`config.mk`:
```
export PLATFORM = sky130hd
export DESIGN_NAME = store_drain_flat
export DESIGN_NICKNAME = d
export VERILOG_FILES = /design/src/rtl/store_drain_pkg.sv /design/src/rtl/store_drain_if.sv /design/src/rtl/store_drain_fwd_cam.sv /design/src/rtl/store_drain.sv /design/src/flat_wrapper.sv
export SDC_FILE = /design/constraint.sdc
export NUM_CORES = 1
export LEC_CHECK = 0
export CAP_MARGIN = 20
export CORE_MARGIN = 2
export CORE_UTILIZATION = 25
export CTS_CLUSTER_SIZE = 16
export DETAILED_ROUTE_END_ITERATION = 7
export SYNTH_ARGS = -nofsm -noshare
export SYNTH_HDL_FRONTEND = slang
export SYNTH_SLANG_ARGS = --single-unit
```
`constraint.sdc`:
```
create_clock -name clk -period 4.9 [get_ports clk]
set_clock_uncertainty 0.15 [all_clocks]
set_input_delay 0.98 -clock clk [delete_from_list [all_inputs] [get_ports clk]]
set_output_delay 0.98 -clock clk [all_outputs]
set_load 0.05 [all_outputs]
```
`src/rtl/store_drain_pkg.sv`:
```
// Shared types and default widths for the store drain queue.
// Entry layout here fixes the ADDR_W/DATA_W used by store_drain.
package store_pkg;

  localparam int ADDR_W = 16;
  localparam int DATA_W = 8;

  typedef enum logic {
    IDLE = 1'b0,
    REQ  = 1'b1
  } state_t;

  typedef struct packed {
    logic [ADDR_W-1:0] addr;
    logic [DATA_W-1:0] data;
  } entry_t;

endpackage

```
`src/rtl/store_drain_if.sv`:
```
// Memory write request/ack handshake between the drain queue and memory.
// master drives the request, slave returns the ack.
interface store_drain_if
  import store_pkg::*;
#(
  parameter int ADDR_W = store_pkg::ADDR_W,
  parameter int DATA_W = store_pkg::DATA_W
);

  logic              mem_req;
  logic [ADDR_W-1:0] mem_addr;
  logic [DATA_W-1:0] mem_wdata;
  logic              mem_ack;

  modport master (
    output mem_req,
    output mem_addr,
    output mem_wdata,
    input  mem_ack
  );

  modport slave (
    input  mem_req,
    input  mem_addr,
    input  mem_wdata,
    output mem_ack
  );

endinterface

```
`src/rtl/store_drain_fwd_cam.sv`:
```
// Load-forwarding lookup over the queued stores.
// Scans oldest to youngest so the youngest match wins.
module store_fwd_cam
  import store_pkg::*;
#(
  parameter int DEPTH = 4,
  parameter int PW    = $clog2(DEPTH)
) (
  input  entry_t              entries [DEPTH],
  input  logic [DEPTH-1:0]    valid,
  input  logic [PW-1:0]       head,
  input  logic [ADDR_W-1:0]   ld_addr,
  output logic                hit,
  output logic [DATA_W-1:0]   data
);

  logic [PW-1:0] idx;

  always_comb begin
    hit  = 1'b0;
    data = '0;
    idx  = '0;
    for (int i = 0; i < DEPTH; i++) begin
      idx = head + PW'(i);
      if (valid[idx] &&
          (entries[idx].addr == ld_addr)) begin
        hit  = 1'b1;
        data = entries[idx].data;
      end
    end
  end

endmodule

```
`src/rtl/store_drain.sv`:
```
// Store-buffer drain queue: FIFO of stores written to memory one at a time.
// Define STORE_DRAIN_FWD_EN to enable load forwarding (ld_hit/ld_data).
module store_drain
  import store_pkg::*;
#(
  parameter int DEPTH  = 4,
  parameter int ADDR_W = store_pkg::ADDR_W,
  parameter int DATA_W = store_pkg::DATA_W
) (
  input  logic              clk,
  input  logic              rst_n,
  input  logic              in_wen,
  input  logic [ADDR_W-1:0] in_addr,
  input  logic [DATA_W-1:0] in_data,
  output logic              full,
  output logic              overflow,
  store_drain_if.master     mem,
  input  logic [ADDR_W-1:0] ld_addr,
  output logic              ld_hit,
  output logic [DATA_W-1:0] ld_data
);

  localparam int PW = $clog2(DEPTH);

  logic [PW-1:0]     head;
  logic [PW-1:0]     tail;
  logic [PW:0]       count;
  state_t            state;
  logic              ovf_q;
  logic              req_q;
  logic [ADDR_W-1:0] addr_q;
  logic [DATA_W-1:0] wdata_q;
  entry_t            ent_q [DEPTH];

  logic push;
  logic pop;

  assign pop  = (state == REQ) && mem.mem_ack;
  assign full = (count == (PW+1)'(DEPTH));
  assign push = in_wen && (!full || pop);

  assign overflow      = ovf_q;
  assign mem.mem_req   = req_q;
  assign mem.mem_addr  = addr_q;
  assign mem.mem_wdata = wdata_q;

  // Storage is not reset; validity comes from head/count.
  always_ff @(posedge clk) begin
    if (push) begin
      ent_q[tail] <= '{addr: in_addr, data: in_data};
    end
  end

  always_ff @(posedge clk or negedge rst_n) begin
    if (!rst_n) begin
      head    <= '0;
      tail    <= '0;
      count   <= '0;
      state   <= IDLE;
      ovf_q   <= 1'b0;
      req_q   <= 1'b0;
      addr_q  <= '0;
      wdata_q <= '0;
    end else begin
      if (push) tail <= tail + PW'(1);
      if (pop)  head <= head + PW'(1);
      count <= count
             + {{PW{1'b0}}, push}
             - {{PW{1'b0}}, pop};
      if (in_wen && full && !pop) ovf_q <= 1'b1;
      unique case (1'b1)
        (state == IDLE) && (count != '0): begin
          state   <= REQ;
          req_q   <= 1'b1;
          addr_q  <= ent_q[head].addr;
          wdata_q <= ent_q[head].data;
        end
        (state == REQ) && mem.mem_ack: begin
          state <= IDLE;
          req_q <= 1'b0;
        end
        default: ;
      endcase
    end
  end

`ifdef STORE_DRAIN_FWD_EN
  logic [DEPTH-1:0] valid;
  logic [PW-1:0]    off;

  // Slot j is live when its distance from head is below count.
  always_comb begin
    valid = '0;
    off   = '0;
    for (int j = 0; j < DEPTH; j++) begin
      off      = PW'(j) - head;
      valid[j] = ({1'b0, off} < count);
    end
  end

  store_fwd_cam #(
    .DEPTH (DEPTH),
    .PW    (PW)
  ) u_cam (
    .entries (ent_q),
    .valid   (valid),
    .head    (head),
    .ld_addr (ld_addr),
    .hit     (ld_hit),
    .data    (ld_data)
  );
`else
  logic unused_ld;

  assign unused_ld = ^ld_addr;
  assign ld_hit    = 1'b0;
  assign ld_data   = '0;
`endif

endmodule

```
`src/flat_wrapper.sv`:
```
// flat-port wrapper written by rule: the top's interface ports become plain ports
module store_drain_flat import store_pkg::*;
#(
  parameter int DEPTH  = 4,
  parameter int ADDR_W = store_pkg::ADDR_W,
  parameter int DATA_W = store_pkg::DATA_W
)
  (clk, rst_n, in_wen, in_addr, in_data, full, overflow, ld_addr, ld_hit, ld_data, mem_mem_req, mem_mem_addr, mem_mem_wdata, mem_mem_ack);
  store_drain_if #(.ADDR_W(ADDR_W), .DATA_W(DATA_W)) mem_i ();
  input  logic clk;
  input  logic rst_n;
  input  logic in_wen;
  input  logic [ADDR_W-1:0] in_addr;
  input  logic [DATA_W-1:0] in_data;
  output logic full;
  output logic overflow;
  input  logic [ADDR_W-1:0] ld_addr;
  output logic ld_hit;
  output logic [DATA_W-1:0] ld_data;
  output wire logic [$bits(mem_i.mem_req)-1:0] mem_mem_req;
  output wire logic [$bits(mem_i.mem_addr)-1:0] mem_mem_addr;
  output wire logic [$bits(mem_i.mem_wdata)-1:0] mem_mem_wdata;
  input wire logic [$bits(mem_i.mem_ack)-1:0] mem_mem_ack;
  assign mem_mem_req = mem_i.mem_req;
  assign mem_mem_addr = mem_i.mem_addr;
  assign mem_mem_wdata = mem_i.mem_wdata;
  assign mem_i.mem_ack = mem_mem_ack;
  store_drain #(.DEPTH(DEPTH), .ADDR_W(ADDR_W), .DATA_W(DATA_W)) u_core (.clk(clk), .rst_n(rst_n), .in_wen(in_wen), .in_addr(in_addr), .in_data(in_data), .full(full), .overflow(overflow), .mem(mem_i), .ld_addr(ld_addr), .ld_hit(ld_hit), .ld_data(ld_data));
endmodule
```
==> results.md, run 1 <==
* Complex-gate fraction of the synthesized area at less than 1%
* Slowest cell delay on critical path at 0.90 ns
* Clock latency reported for the late side of the worst-skew pair at approximately 0.4 ns
* Post-layout min period at around 3.3 ns
* Final setup fails at 0
* Worst reg-to-reg setup slack at 2.71 ns
* Via count of the first global-routing pass at between 2k and 3k
* Combinational cell fraction of total power at between 30% and 40%
* GR Layer Usage met3 at 3.76%
* Detailed Routing Iterations Pass 1 at 4
* Xor/xnor cell area share of the yosys netlist at less than 1%
* Half-perimeter wire length after placement at approximately 5600 um
* Setup repair after global routing missed its margin: false
* Synth cell types at 25
* Pin slew with the least headroom to its limit at 1.05 ns
* Mux cell area share after synthesis at between 10% and 20%
* Ratio of routed vias to standard cells at between 3 and 4
* Syn. warnings at 0
* Adder-cell share of the synthesized area at 1.89%
* Number of remaining DRC errors at 0
* Gate Count Post-Synth at about 230
* Deepest clock path buffer count at 2
* Flops & latches, synth at between 100 and 150
* Crit path launch type: register
* DRT Wirelength at about 9400 um
* Number of levels in the clock H-tree at 4
* Number of cells on the worst reg-to-reg path at 3
* Layout cell share with drive strength beyond 1 at 25.2%
* Slew HR at 29.7%
* Cell breakdown of the critical path: nor3b_1, clkdlybuf4s50_1
* Hold-fix buffer count after cts at 0
* Total leakage power at 2.27 nW
* CP startpoint: u_core.count[1]
* Die height at about 150 um
* Sum Neg Setup Slack at 0 ns
* NetSw at 1.43 mW
* Global-route track usage on met1 at between 10% and 20%
* Clock root buffer master: sky130_fd_sc_hd__clkbuf_16
* ANT nets after route at 0
* Routed wirelength normalized by instance count at ~16 um
* Met2 usage at 16.5%
* Endpoint class of the critical path: primary output
* Total inserted antenna cells at 0
* Cell count after placement at ~540
* Wire length of the first global-routing pass at between 15000 and 20000 um
* Portion of total power attributed to the clock network at ~27%
* Area of the core at roughly 20000 um2
* Synth Flop Type: sky130_fd_sc_hd__edfxtp_1
* Count of input and output buffers at between 50 and 60
* Netlist area before placement at 5020 um2
* Final Max Slew Viols at 0
* Fin crit share at 67.4%
* Maximum achievable frequency at approximately 300 MHz
* Start of the worst register-to-register path: u_core.state
* Simple logic cell fraction of the synthesized area at ~1.0%
* CTS tree: built
* GP Congestion at 0.578
* Status: completed
* Cell-internal power at a little under 3 mW
* Total clock buffers created by CTS at 17
* Grt total ovfl at 0
* Number of ports placed on the die boundary at 80
* Synth-to-layout area growth at 26.6%
* Resize count post-CTS at 0
* Power per cell area at 692 nW/um2
* Most used routing layer: met2
* Final standard cell count with taps included and fillers excluded at 570
* Nets at about 340
* CP Data Required Time at 3.77 ns
* Sequential area share after synthesis at 73.9%
* Total Die Area at 21200 um2
* Net switching share of the total power at about a third
* FFs w/ async S/R, synth at between 20% and 30%
* Post-layout utilization of the core at about a third
* Pwr Total at 4.40 mW
* Number of antenna violations at the first check in global routing at 0
* Violation count after the first detailed-routing iteration at approximately 120
* FP Rows at between 50 and 60
* Maximum number of pins on one net before global-route repair at 34
* Number of clock sinks seen by CTS at between 100 and 150
* Largest family of logic cells by synthesized area: multiplexers
* Count of max-cap constraint violations at 0
* Hold violation total from the final report at 0
* Hold depth at 1
* Starting density of the core at roughly a quarter
* Peak ir drop on the vdd network at between 200 and 250 uV
* Min-Delay Path Class: register to register
* Number of flops mapped to enable cells by yosys at 96
* GRT Overall Usage at 9.65%
* Worst path slowest cell: sky130_fd_sc_hd__clkdlybuf4s50_1
* Overall die width at roughly 150 um
* Setup Buffers After CTS at 0
* Clock edge transition at the registers on the reported setup and hold paths at roughly 0.050 ns
* CP max FO at 4
* Share of total power in sequential cells at around 39%
* Average cell area after synthesis at about 22 um2
* Worst Hold Launch: u_core.overflow
* CP Class: register to primary output
* Total via count in the routed design at around 2.2k
* Signal arrival time at the worst endpoint at 2.17 ns
[routing by layer]
metal,routed length [um],share of wire (%),vias to the layer above
met5,0,0,-
met4,203,2.2,0
met3,362,3.9,14
met2,4940,53,48
met1,3880,41,1160
li1,-,-,1011
[layout make-up]
cell class / instances / area, um2
Tap cell: 265 / 332
Timing Repair Buffer: 55 / 543
Sequential cell: 129 / 3710
Clock inverter: 7 / 81.3
Clock buffer: 25 / 485
Inverter: 7 / 26.3
Fill cell: 1857 / 13200
Multi-Input combinational cell: 82 / 1180
[cell usage after synthesis, types with 2 or more instances]
cell,instances,area [um2]
sky130_fd_sc_hd__edfxtp_1,96,2880
sky130_fd_sc_hd__xnor2_1,5,43.8
sky130_fd_sc_hd__mux2_2,7,78.8
sky130_fd_sc_hd__mux4_1,6,158
sky130_fd_sc_hd__buf_4,11,82.6
sky130_fd_sc_hd__ha_1,6,75.1
sky130_fd_sc_hd__mux4_2,18,405
sky130_fd_sc_hd__mux2_4,18,270
sky130_fd_sc_hd__inv_1,7,26.3
sky130_fd_sc_hd__buf_2,2,10.0
sky130_fd_sc_hd__buf_12,2,40.0
sky130_fd_sc_hd__dfrtp_1,33,826
sky130_fd_sc_hd__and2_1,4,25.0
[kinds of logic after synthesis]
kind of cell | after synthesis
compound gates | 2
mux | 50
flops | 129
fa+ha+maj | 7
xor+xnor | 5
simple gates | 9
buf+inv | 24
other cells | 1
[path summary, 6_finish.rpt]
| path | end |
|---|---|
| setup / recovery | full |
| hold / removal | u_core.overflow |
| setup reg to reg | u_core.ent_q[2][23] |
| hold reg to reg | u_core.overflow |
| max in group asynchronous | u_core.head[0] |
| min in group asynchronous | u_core.mem.mem_wdata[3] |
[worst max-delay path: cells and delay by family (launching register included)]
kind,cells,cell delay (ns)
AND/OR/NAND/NOR,1,0.43
buffers and inverters,1,0.90
flip-flops,1,0.44
[placed cells by master (no fill, tap or decap), types with 2 or more instances in the layout]
cell type / synthesis / layout
sky130_fd_sc_hd__clkinv_1: 0 / 3
sky130_fd_sc_hd__conb_1: 1 / 9
sky130_fd_sc_hd__clkdlybuf4s50_1: 0 / 53
sky130_fd_sc_hd__clkbuf_16: 0 / 17
sky130_fd_sc_hd__edfxtp_1: 96 / 96
sky130_fd_sc_hd__clkbuf_8: 0 / 3
sky130_fd_sc_hd__mux4_1: 6 / 6
sky130_fd_sc_hd__mux2_2: 7 / 7
sky130_fd_sc_hd__xnor2_1: 5 / 5
sky130_fd_sc_hd__mux2_4: 18 / 18
sky130_fd_sc_hd__bufinv_16: 0 / 2
sky130_fd_sc_hd__and2_2: 0 / 4
sky130_fd_sc_hd__inv_1: 7 / 7
sky130_fd_sc_hd__dfrtp_1: 33 / 32
sky130_fd_sc_hd__clkinv_2: 0 / 2
sky130_fd_sc_hd__clkbuf_1: 1 / 5
sky130_fd_sc_hd__mux4_2: 18 / 18
sky130_fd_sc_hd__ha_1: 6 / 6
[power groups by stage]
stage	Combinational, mW	Sequential [mW]	Clock (mW)
2_1_floorplan	0.815	2.00	0
3_3_place_gp	1.48	1.72	0
3_5_place_dp	1.51	1.74	0
4_1_cts	1.52	1.72	1.24
5_1_grt	1.58	1.76	1.29
6_report	1.49	1.71	1.20
[flip-flops by register name, indices dropped and copies added, names as in the netlist]
signal	flops
u_core.mem.mem_wdata	8
u_core.ent_q	96
u_core.head	2
u_core.state	1
u_core.mem.mem_addr	16
u_core.tail	2
u_core.overflow	1
u_core.count	3
[through the flow]
stage,setup slack [ns],hold WS (ns),cell area [um2]
finish,1.60,0.350,6350
floorplan,1.89,0.372,5050
detailed placement,1.67,0.346,5790
global placement,1.73,0.300,5790
CTS,1.58,0.361,6350
global route,1.50,0.370,6350
No activity file was read; power rests on OpenSTA's default activity.
==> run 2: changes to the inputs <==
==> constraint.sdc (replaced) <==
create_clock -name clk -period 3.2 [get_ports clk]
set_clock_uncertainty 0.15 [all_clocks]
set_input_delay 0.64 -clock clk [delete_from_list [all_inputs] [get_ports clk]]
set_output_delay 0.64 -clock clk [all_outputs]
set_load 0.05 [all_outputs]
==> run 2 against run 1 <==
- critical path type unchanged
- final cell count up 0.88%
- die area unchanged
- setup slack worse by 1.4 ns
- critical path depth unchanged
- largest cell class unchanged
- via count up 0.90%
==> results.md, run 2 (synthesis gave the netlist of run 1 again) <==
* Setup Buffers After CTS at 0
* Deepest clock path buffer count at 2
* NetSw at 2.21 mW
* Start of the worst register-to-register path: u_core.state
* Sum Neg Setup Slack at 0 ns
* FP Rows at between 50 and 60
* Final Cell Area at between 6000 and 7000 um2
* Power per cell area at approximately 1100 nW/um2
* Half-perimeter wire length after placement at about 5700 um
* Synth-to-layout area growth at 29.3%
* Clock root buffer master: sky130_fd_sc_hd__clkbuf_16
* GR Layer Usage met3 at 4.01%
* Grt total ovfl at 0
* DRT Wirelength at between 9000 and 10000 um
* GRT Overall Usage at under 10%
* Total cell area at the placement stage at 5880 um2
* Final Max Slew Viols at 0
* Setup repair after global routing missed its margin: false
* Area of the core at around 20000 um2
* Cell-internal power at between 4 and 5 mW
* Met2 usage at between 10% and 20%
* Min-Delay Path Class: input port to async pin
* Maximum number of pins on one net before global-route repair at 34
* Total Die Area at 21200 um2
* Pin slew with the least headroom to its limit at 0.906 ns
* Status: completed
* Violation count after the first detailed-routing iteration at 113
* Worst flop-to-flop path endpoint: u_core.count[2]
* Hold violation total from the final report at 0
* Fin crit share at 92.4%
* Global-route track usage on met1 at a little over 10%
* Layout cell share with drive strength beyond 1 at between 20 and 30%
* Endpoint class of the critical path: primary output
* Detailed Routing Iterations Pass 1 at 4
* Number of levels in the clock H-tree at 4
* Maximum achievable frequency at 338 MHz
* CP max FO at 4
* Via count of the first global-routing pass at roughly 2.6k
* CP Class: register to primary output
* Worst path slowest cell: sky130_fd_sc_hd__clkdlybuf4s50_1
* Post-layout min period at about 3.0 ns
* Max FFs per register at 96
* Number of antenna violations at the first check in global routing at 0
* Portion of total power attributed to the clock network at between 20% and 30%
* Clock latency reported for the late side of the worst-skew pair at roughly 0.41 ns
* Combinational cell fraction of total power at between 30% and 40%
* Worst reg-to-reg setup slack at about 1.0 ns
* CP Data Required Time at between 2 and 2.5 ns
* Peak ir drop on the vdd network at 271 uV
* Number of clock sinks seen by CTS at 129
* Die height at roughly 150 um
* Total leakage power at 2.32 nW
* Ratio of routed vias to standard cells at just under 4
* CTS tree: built
* Commonest cells after routing, fill and taps aside: 96 x sky130_fd_sc_hd__edfxtp_1, 53 x sky130_fd_sc_hd__clkdlybuf4s50_1, 32 x sky130_fd_sc_hd__dfrtp_1
* Number of cells on the worst reg-to-reg path at 7
* Most used routing layer: met2
* Total via count in the routed design at ~2.3k
* Number of ports placed on the die boundary at 80
* End point of the critical path: full
* Number of remaining DRC errors at 0
* Most common cell after layout, fill and taps aside: sky130_fd_sc_hd__edfxtp_1
* Total inserted antenna cells at 0
* Pwr Total at 6.91 mW
* Count of max-cap constraint violations at 0
* CP startpoint: u_core.count[1]
* Total clock buffers created by CTS at 17
* Clock edge transition at the registers on the reported setup and hold paths at 0.06 ns
* Resize count post-CTS at 0
* GP Congestion at between 0.6 and 0.7
* Net switching share of the total power at between 30% and 40%
* Wire length of the first global-routing pass at 14800 um
* Final setup fails at 0
* Count of input and output buffers at 54
* Crit path launch type: register
* Slew HR at a little under 40%
* Register with the most flip-flops: u_core.ent_q
* Slowest cell delay on critical path at ~0.9 ns
* Starting density of the core at between 20 and 30%
* Routed wirelength normalized by instance count at between 15 and 20 um
* Share of total power in sequential cells at 37.7%
* Signal arrival time at the worst endpoint at 2.17 ns
* Overall die width at about 150 um
* Nets at 348
* Hold-fix buffer count after cts at 0
* ANT nets after route at 0
* Cell breakdown of the critical path: nor3b_1, clkdlybuf4s50_1
* Filler Cell Count at roughly 1.9k
run 2: cell types whose count changed in the layout (fill, tap and decap cells not counted):
cell	change
sky130_fd_sc_hd__buf_12	+4
sky130_fd_sc_hd__clkinv_2	+1
sky130_fd_sc_hd__buf_4	+1
sky130_fd_sc_hd__clkbuf_1	-4
sky130_fd_sc_hd__clkinvlp_4	+3
sky130_fd_sc_hd__clkinv_1	-2
sky130_fd_sc_hd__bufinv_16	+1
sky130_fd_sc_hd__clkbuf_8	+1
run 2: cell type report:
cell class | count | area, um2 | area share, %
clock buffer | 22 | 484 | 7.46
multi-input combinational | 82 | 1180 | 18.1
sequential | 129 | 3710 | 57.2
tap | 265 | 332 | 5.11
timing repair buffer | 60 | 631 | 9.71
clock inverter | 10 | 131 | 2.02
inverter | 7 | 26.3 | 0.405
run 2: per-layer routing:
layer	vias to the layer above	share of wire, %
met1	1174	40
met2	54	53
met3	9	4.8
met5	-	0
li1	1016	-
met4	0	1.5
run 2: worst min path at each step:
stage                               to  slack [ns]
2_1_floorplan          u_core.count[0]        0.19
3_3_place_gp           u_core.overflow        0.30
3_5_place_dp           u_core.overflow        0.31
4_1_cts        u_core.mem.mem_addr[15]        0.22
5_1_grt        u_core.mem.mem_addr[15]        0.25
6_report       u_core.mem.mem_addr[15]        0.17
run 2: worst max-delay path: cells and delay by family, from the launching register on:
| kind | cells | cell delay [ns] |
|---|---|---|
| buffers and inverters | 1 | 0.89 |
| DFF | 1 | 0.43 |
| and+or+nand+nor | 1 | 0.44 |
run 2: power by group through the flow:
stage | logic [mW] | clock network (mW) | registers (mW)
after floorplan | 1.25 | 0 | 3.06
after global placement | 2.36 | 0 | 2.64
after detailed placement | 2.38 | 0 | 2.65
after CTS | 2.39 | 2.02 | 2.63
after global routing | 2.49 | 2.10 | 2.68
final | 2.34 | 1.97 | 2.60
run 2: metrics by stage:
| step | setup slack, ns | std cells | hold WS [ns] | utilization (%) |
|---|---|---|---|---|
| 2_1_floorplan | 0.188 | 235 | 0.194 | - |
| 3_3_place_gp | 0.382 | 543 | 0.304 | 30.0 |
| 3_5_place_dp | 0.312 | 543 | 0.314 | 30.0 |
| 4_1_cts | 0.215 | 575 | 0.219 | 33.1 |
| 5_1_grt | 0.104 | 575 | 0.251 | 33.1 |
| 6_report | 0.242 | 575 | 0.169 | 33.1 |
==> run 3: changes to the inputs <==
--- a/config.mk
+++ b/config.mk
@@ -12,4 +12,5 @@
 export DETAILED_ROUTE_END_ITERATION = 7
 export SYNTH_ARGS = -nofsm -noshare
 export SYNTH_HDL_FRONTEND = slang
+export SYNTH_HIERARCHICAL = 1
 export SYNTH_SLANG_ARGS = --single-unit
==> constraint.sdc (replaced) <==
create_clock -name clk -period 3.2 [get_ports clk]
set_clock_uncertainty 0.15 [all_clocks]
set_input_delay 0.64 -clock clk [delete_from_list [all_inputs] [get_ports clk]]
set_output_delay 0.64 -clock clk [all_outputs]
set_load 0.01 [all_outputs]
==> run 3 against run 2 <==
- routed wire length fell by 2.1%
- final cell count rose by 0.35%
- clock-buffer cell count did not move
- utilization fell by 0.63 points
- sequential cell count did not move
- area after synthesis barely moved
- clock power fell by 15%
- critical path depth did not move
==> results.md, run 3 <==
* Status: completed
* Total Die Area at roughly 21000 um2
* Hold violation total from the final report at 0
* Average cell area after synthesis at ~22 um2
* Deepest clock path buffer count at 2
* CTS tree: built
* Signal arrival time at the worst endpoint at between 1.5 and 2 ns
* Resize count post-CTS at 0
* Family with the most delay on the worst path: buffers and inverters
* Netlist area before placement at approximately 5000 um2
* FFs w/ async S/R, synth at 25.6%
* Overall die width at about 150 um
* Filler Cell Count at 1894
* Max FFs per register at 96
* Slew HR at 32.3%
* Setup Buffers After CTS at 0
* Synth Flop Type: sky130_fd_sc_hd__edfxtp_1
* Flops & latches, synth at between 100 and 150
* Synth-to-layout area growth at 26.9%
* Detailed Routing Iterations Pass 1 at 6
* Clock latency reported for the late side of the worst-skew pair at 0.41 ns
* Violation count after the first detailed-routing iteration at 98
* Final Max Slew Viols at 0
* Crit path launch type: register
* Sum Neg Setup Slack at 0 ns
* Routed wirelength normalized by instance count at between 15 and 20 um
* Count of max-cap constraint violations at 0
* Maximum achievable frequency at around 390 MHz
* Half-perimeter wire length after placement at approximately 5700 um
* Pwr Total at just over 6 mW
* Layout cell share with drive strength beyond 1 at 26.0%
* Die height at 146 um
* Clock root buffer master: sky130_fd_sc_hd__clkbuf_16
* ANT nets after route at 0
* Peak ir drop on the vdd network at about 320 uV
* Fraction of synthesized cell area taken by the top area cell type at about 57%
* Most numerous cell types in the synthesized netlist: 96 x sky130_fd_sc_hd__edfxtp_1, 33 x sky130_fd_sc_hd__dfrtp_1, 18 x sky130_fd_sc_hd__mux2_4, 18 x sky130_fd_sc_hd__mux4_2, 11 x sky130_fd_sc_hd__buf_4
* Most used routing layer: met2
* Grt total ovfl at 0
* End point of the critical path: full
* Total inserted antenna cells at 0
* Start of the worst register-to-register path: u_core/state
* Global-route track usage on met1 at ~9.8%
* Combined buffer and inverter count along the critical path at 1
* Fin crit share at about four fifths
* GR Layer Usage met3 at 3.67%
* Cell breakdown of the critical path: nor3b_2, clkdlybuf4s50_1
* FP Rows at 51
* Synth cell types at 28
* Min-Delay Path Class: input port to async pin
* Endpoint class of the critical path: primary output
* Number of ports placed on the die boundary at 80
* Most common cell after layout, fill and taps aside: sky130_fd_sc_hd__edfxtp_1
* Number of clock sinks seen by CTS at approximately 130
* CP Data Required Time at about 2.4 ns
* Biggest area consumer among synthesized cells: sky130_fd_sc_hd__edfxtp_1
* GP Congestion at 0.613
* Number of cells on the worst reg-to-reg path at 8
* Setup repair after global routing missed its margin: false
* Total via count in the routed design at around 2.3k
* Register with the most flip-flops: u_core/ent_q
* Area of the core at just under 20000 um2
* Total clock buffers created by CTS at 17
* Via count of the first global-routing pass at between 2k and 3k
* GRT Overall Usage at 9.33%
* CP max FO at 4
* CP Class: register to primary output
* Power per cell area at around 950 nW/um2
* Commonest cells after routing, fill and taps aside: 96 x sky130_fd_sc_hd__edfxtp_1, 53 x sky130_fd_sc_hd__clkdlybuf4s50_1, 32 x sky130_fd_sc_hd__dfrtp_1
* DRT Wirelength at about 9000 um
* Maximum number of pins on one net before global-route repair at 34
* Number of antenna violations at the first check in global routing at 0
* Number of remaining DRC errors at 0
* Syn. warnings at 6
* Post-layout min period at about 2.6 ns
* Worst flop-to-flop path endpoint: u_core/count[2]
* Cell with the most instances after synthesis: sky130_fd_sc_hd__edfxtp_1
* Count of input and output buffers at between 50 and 60
* Worst path slowest cell: sky130_fd_sc_hd__clkdlybuf4s50_1
* Ratio of routed vias to standard cells at approximately 3.9
* Pin slew with the least headroom to its limit at 1.01 ns
* Final setup fails at 0
* Gate Count Post-Synth at between 200 and 250
* Total leakage power at 2.27 nW
* Clock edge transition at the registers on the reported setup and hold paths at roughly 0.05 ns
* Nets at between 300 and 400
* Hold-fix buffer count after cts at 0
* CP startpoint: u_core/count[1]
* Number of levels in the clock H-tree at 4
* Sequential area share after synthesis at between 70 and 80%
* Wire length of the first global-routing pass at approximately 14000 um
* Largest cells by area after synthesis: sky130_fd_sc_hd__edfxtp_1 57%, sky130_fd_sc_hd__dfrtp_1 16%, sky130_fd_sc_hd__mux4_2 8.1%, sky130_fd_sc_hd__mux2_4 5.4%, sky130_fd_sc_hd__mux4_1 3.1%
* Slowest cell delay on critical path at approximately 0.6 ns
* Number of flops mapped to enable cells by yosys at 96
* Crit. path cell count at 2
* Starting density of the core at between 20% and 30%
* Met2 usage at roughly 16%
* Worst reg-to-reg setup slack at 1.06 ns
==> run 3: cell types whose count changed in the layout (fill, tap and decap cells not counted), sizes merged, moves of 2 or more <==
cell,delta
buf,+3
bufinv,-2
clkinv,+5
clkinvlp,-3
inv,-3
==> run 3: stage by stage <==
stage          hold WS, ns  setup WS [ns]  cells  cell area [um2]  utilization (%)
4_1_cts              0.212          0.600    577             6370             32.5
3_3_place_gp         0.305          0.386    545             5850             29.9
2_1_floorplan        0.194           1.01    234             5050                -
6_report             0.182          0.645    577             6370             32.5
5_1_grt              0.254          0.578    577             6370             32.5
3_5_place_dp         0.323          0.362    545             5850             29.9
==> run 3: layout make-up <==
class	instances	area [um2]	share of cell area, %
clock inverters	10	68.8	1.08
inverters	4	15.0	0.236
well taps	265	332	5.21
multi-input cells	84	1180	18.6
flip-flops and latches	129	3710	58.3
clock buffers	22	444	6.98
repair buffers	63	616	9.67
==> run 3: per-layer routing <==
metal  up-vias  routed length [um]
met3        16                 528
met5         -                   0
met4         0                 221
li1       1026                   -
met2        58                4690
met1      1168                3570
==> run 3: cells by family after synthesis <==
family / count (synthesis) / synth area share [%]
AOI/OAI and AO/OA: 3 / 0.549
buffers and inverters: 21 / 3.24
adders and majority gates: 6 / 1.65
other: 1 / 0.0748
and+or+nand+nor: 11 / 1.30
DFF: 129 / 73.9
xor gates and xnor gates: 5 / 0.873
muxes: 50 / 18.4
==> run 3: how the worst min path moves through the flow <==
stage,endpoint,depth (start not counted),slack (ns)
final,u_core/mem.mem_addr[9],1,0.18
after global routing,u_core/mem.mem_addr[9],1,0.25
after CTS,u_core/mem.mem_addr[9],1,0.21
after detailed placement,u_core/overflow,1,0.32
after global placement,u_core/overflow,1,0.30
after floorplan,u_core/count[0],0,0.19
==> run 3: power breakdown <==
group	switching (mW)	internal [mW]	leakage, nW
combinational	0.652	1.09	0.753
sequential	0.317	2.30	1.26
clock	0.639	1.05	0.253
